`src/rtl/inst_fetcher.sv`:
```
// inst_fetcher: holds the PC, issues one fetch at a time, and queues fetched instructions
// tagged with their PC for the decoder.
module inst_fetcher #(
  parameter int          DEPTH    = 8,
  parameter logic [31:0] RESET_PC = 32'h0
) (
  input  logic        clk_in,
  input  logic        rst_n_in,
  input  logic        rdy_in,
  input  logic        clear,
  input  logic [31:0] clear_pc,
  output logic        if_enable,
  output logic [31:0] inst_addr,
  input  logic        if_ready,
  input  logic [31:0] inst,
  input  logic        is_c,
  output logic        iq_valid,
  input  logic        iq_ready,
  output logic [31:0] iq_inst,
  output logic [31:0] iq_pc,
  output logic        iq_is_c
);
  localparam int AW = $clog2(DEPTH);
  localparam logic [0:0] IDLE = 1'b0;
  localparam logic [0:0] WAIT = 1'b1;
  logic [0:0]    state_q, state_d;
  logic [31:0]   pc_q, pc_d;
  logic [AW-1:0] head_q, head_d, tail_q, tail_d;
  logic [AW:0]   count_q, count_d;
  logic [31:0]   mem_inst [DEPTH];
  logic [31:0]   mem_pc [DEPTH];
  logic [DEPTH-1:0] mem_c;
  logic clr, enq, deq;
  assign clr = rdy_in & clear;
  assign enq = rdy_in & ~clear & (state_q == WAIT) & if_ready;
  assign deq = rdy_in & ~clear & iq_valid & iq_ready;
  // Masked in the if_ready cycle so the controller never sees the stale address again
  assign if_enable = (state_q == WAIT) & ~if_ready;
  assign inst_addr = pc_q;
  assign iq_valid  = count_q != '0;
  assign iq_inst   = iq_valid ? mem_inst[head_q] : '0;
  assign iq_pc     = iq_valid ? mem_pc[head_q] : '0;
  assign iq_is_c   = iq_valid & mem_c[head_q];
  always_comb begin
    state_d = state_q;
    pc_d    = pc_q;
    if (clr) begin
      state_d = IDLE;
      pc_d    = clear_pc;
    end else if (rdy_in) begin
      if (state_q == IDLE && count_q < (AW+1)'(DEPTH)) state_d = WAIT;
      else if (enq) begin
        state_d = IDLE;
        pc_d    = pc_q + (is_c ? 32'd2 : 32'd4);
      end
    end
    head_d  = clr ? '0 : head_q + AW'(deq);
    tail_d  = clr ? '0 : tail_q + AW'(enq);
    count_d = clr ? '0 : count_q + (AW+1)'(enq) - (AW+1)'(deq);
  end
  always_ff @(posedge clk_in or negedge rst_n_in) begin
    if (!rst_n_in) begin
      state_q <= IDLE;
      pc_q    <= RESET_PC;
      head_q  <= '0;
      tail_q  <= '0;
      count_q <= '0;
    end else begin
      state_q <= state_d;
      pc_q    <= pc_d;
      head_q  <= head_d;
      tail_q  <= tail_d;
      count_q <= count_d;
    end
  end
  always_ff @(posedge clk_in) begin
    if (enq) begin
      mem_inst[tail_q] <= inst;
      mem_pc[tail_q]   <= pc_q;
      mem_c[tail_q]    <= is_c;
    end
  end
endmodule

```
`config.mk`:
```
export PLATFORM = sky130hd
export DESIGN_NAME = inst_fetcher
export DESIGN_NICKNAME = d
export VERILOG_FILES = /design/src/rtl/inst_fetcher.sv
export SDC_FILE = /design/constraint.sdc
export NUM_CORES = 1
export LEC_CHECK = 0
export BUFFER_PORTS_ARGS = -buffer_cell sky130_fd_sc_hd__buf_2
export CORE_MARGIN = 2
export CORE_UTILIZATION = 54
export CTS_BUF_LIST = sky130_fd_sc_hd__clkbuf_8 sky130_fd_sc_hd__clkbuf_16
export DETAILED_ROUTE_END_ITERATION = 8
export HOLD_SLACK_MARGIN = 0.03
export PLACE_DENSITY_LB_ADDON = 0.25
export SYNTH_ARGS = -nofsm -noshare
export SYNTH_HDL_FRONTEND = slang
export SYNTH_SLANG_ARGS = --single-unit
```
`constraint.sdc`:
```
create_clock -name clk_in -period 8.3 [get_ports clk_in]
set_clock_uncertainty 0.2 [all_clocks]
set_input_delay 0.83 -clock clk_in [delete_from_list [all_inputs] [get_ports clk_in]]
set_output_delay 0.83 -clock clk_in [all_outputs]
set_load 0.02 [all_outputs]
```
==> impl_results.md <==
* Number of synthesized flops with an enable pin at 520
* I/O pin cnt at 170
* Fmax at 219.5 MHz
* CTS Sinks at 563
* Fin. Hold Viols at 0
* Leading cell type in the layout, fill and taps excluded: edfxtp_1
* Vias in the first global route at 11700
* CP cell instances: buf_4 -> mux4_2 -> mux2i_1 -> nor2_1 -> buf_2
* Worst Setup Path Type: flop to output pin
* CTS tree: yes
* Place WS at 4.313 ns
* Die span in y at 207.5 microns
* Synth unique cells at 66
* Worst min-delay path class: input pin to asynchronous set/reset pin
* Die area at 43070 sq um
* Root buffer cell: clkbuf_16
* Sequential share of power at 0.456
* Core Util, Final at 0.6302
* H-tree levels at 2
* Post-cts repair resize count at 0
* Routed len/inst at 24.50 microns
* Remaining antenna violation count after routing at 0
* Slew HR at 0.2799
* Max-slew violations at 0
* Power density over the cells at 291.9 nW/um^2
* Synth Register Bits at 563
* Share of the synthesized area in the top cell type at 0.6980
* Net Count, Synth at 1217
* Post-CTS Setup Bufs at 0
* CP Launch Type: flop
* Final instance area at 25730 sq um
* Clock buffer depth at 3
* CP max-delay cell: dfrtp_4
* Crit path largest cell delay at 0.97 ns
* Inserted Clock Buffers at 54
* P_leak at 8.474 nW
* Unrepaired setup endpoints after global routing: no
* Pwr Total at 7.512 mW
* Synth top area cells: edfxtp_1 70%, mux4_2 13%, dfrtp_1 4.8%, mux2i_1 2.9%, nor2_1 1.4%
* Gp weighted congestion at 0.7946
* First-pass GRT wire length at 71.27 mm
* Synth Flop Type: edfxtp_1
* Most frequent cells in the layout: 520 x edfxtp_1, 169 x buf_2, 130 x mux4_2, 83 x nor2_1, 65 x mux2i_1
* Slack of the critical path at 3.745 ns
* CP arrival at 3.53 ns
* Status: complete, no violations
* Final HPWL DP at 25.13 mm
* Worst-path clk slew at 0.07 ns
* Clock power frac at 0.342
* Nets@finish at 1401
* Buffers on Ports at 169
* Share of cells above drive strength 1 at 0.3132
* Initial antenna violation count at 2
* Via count at 11330
* Peak supply drop at 211.5 uV
* Syn Std Cell Area at 22370 sq um
* Non-filler instance count after layout at 1893
* Area grow syn2layout at 15.02%
* Worst-Skew Late Latency at 0.59 ns
* Layout filler cell count at 2853
* Max-cap violations at 0
* Initial Util at 0.5479
* GR Overflow Total at 0
* Sequential area share after synthesis at 0.7461
* Worst hold margin at 0.1209 ns
* Overall Global Routing Usage at 0.2198
* Switching power at 2.091 mW
* Residual DRC count at 0
* Syn. warnings at 0
* Setup TNS at 0 ns
* Comb power frac at 0.202
* Reg area at 16700 sq um
* Fin crit period at 4.555 ns
* Worst Setup End Kind: output pin
* DRT Wirelength at 46.38 mm
* Rows at 74
* Req. time, crit path at 7.27 ns
* DRT Pass-1 Iters at 5
* Post-synthesis async set-or-reset flop share at 0.07638
* Vias per inst at 5.987
* Starting DRT DRC Count at 963
* # hold bufs at CTS at 0
* Synthesized area per cell at 19.75 sq um
* Critical path peak fanout at 73
* Period utilisation layout at 0.5488
* Reg2reg path depth at 8
* Setup violators final at 0
* Footprint of the multi-input gates at 5400 sq um
* Synth area leader: edfxtp_1
* Largest net degree at the start of global routing at 107
* Die Width at 207.5 microns
* Sw Ratio at 0.2783
* Least-Margin Pin Slew at 1.080 ns
* Dpl cells at 1793
* Internal power at 5.421 mW
* Cell count after synthesis at 1133
* DP Area at 23840 sq um
* Core Region at 40830 sq um
cell usage after synthesis, types with 5 or more instances:
library cell	instances
edfxtp_1	520
mux4_2	130
nor2_1	84
mux2i_1	65
dfrtp_1	43
clkbuf_1	34
nand2_1	33
a21oi_1	19
buf_2	19
o21ai_0	18
nand3_1	17
nor3_1	17
inv_1	13
ha_1	11
o22ai_1	9
and2_1	8
nand4_1	6
nor3b_1	5
nor4_1	5
o211ai_1	5
cell type report:
type	instances	area share
Antenna cell	1	0.00009725
Clock buffer	59	0.05650
Clock inverter	40	0.01692
Inverter	13	0.001896
Multi-Input combinational cell	494	0.2099
Sequential cell	563	0.6491
Tap cell	532	0.02587
Timing Repair Buffer	191	0.03977
kinds of logic after synthesis:
logic type / after synthesis / synth area share
AO/OA/AOI/OAI: 81 / 0.02366
flip-flops: 563 / 0.7461
buffers and inverters: 76 / 0.01555
multiplexers: 195 / 0.1600
adder cells (fa/ha/maj): 13 / 0.007942
AND/OR/NAND/NOR: 201 / 0.04525
XOR/XNOR: 4 / 0.001566
registers in the layout, summed over array words and instances, names as in the netlist:
register	cells
mem_inst	256
mem_pc	256
inst_addr	32
mem_c	8
count_q	4
head_q	3
tail_q	3
state_q	1
power by group through the flow:
stage	sequential [mW]	clock (mW)	combinational [mW]
after floorplan	3.41	0	1.09
after global placement	3.48	0	1.53
after detailed placement	3.49	0	1.54
after CTS	3.43	2.61	1.55
after global routing	3.45	2.73	1.65
final	3.43	2.57	1.52
metal layers:
metal / GRT usage / wire length (microns) / vias up
met2: 0.3502 / 22700 / 416
met5: 0 / 11 / -
li1: - / - / 4992
met1: 0.3191 / 19640 / 5854
met3: 0.04327 / 3127 / 69
met4: 0.05246 / 906 / 2
critical path: cells and delay by family, from the launching register on:
family	cells	cell delay (ns)
flops	1	0.97
simple gates	1	0.11
mux	2	0.63
buf+inv	2	1.16
worst paths after layout:
kind	startpoint	end	slack, ns
max	head_q[1]$_DFF_PN0_	iq_pc[22]	3.74
min reg2reg	state_q$_DFFE_PN0P_	state_q$_DFFE_PN0P_	0.38
min	rst_n_in	inst_addr[27]$_DFFE_PN0P_	0.12
max reg2reg	inst_addr[1]$_DFFE_PN0P_	inst_addr[25]$_DFFE_PN0P_	4.99
max in group asynchronous	rst_n_in	head_q[2]$_DFF_PN0_	7.30
min in group clk_in	clear_pc[0]	inst_addr[0]$_DFFE_PN0P_	0.26
Power figures use the tool's default switching activity.
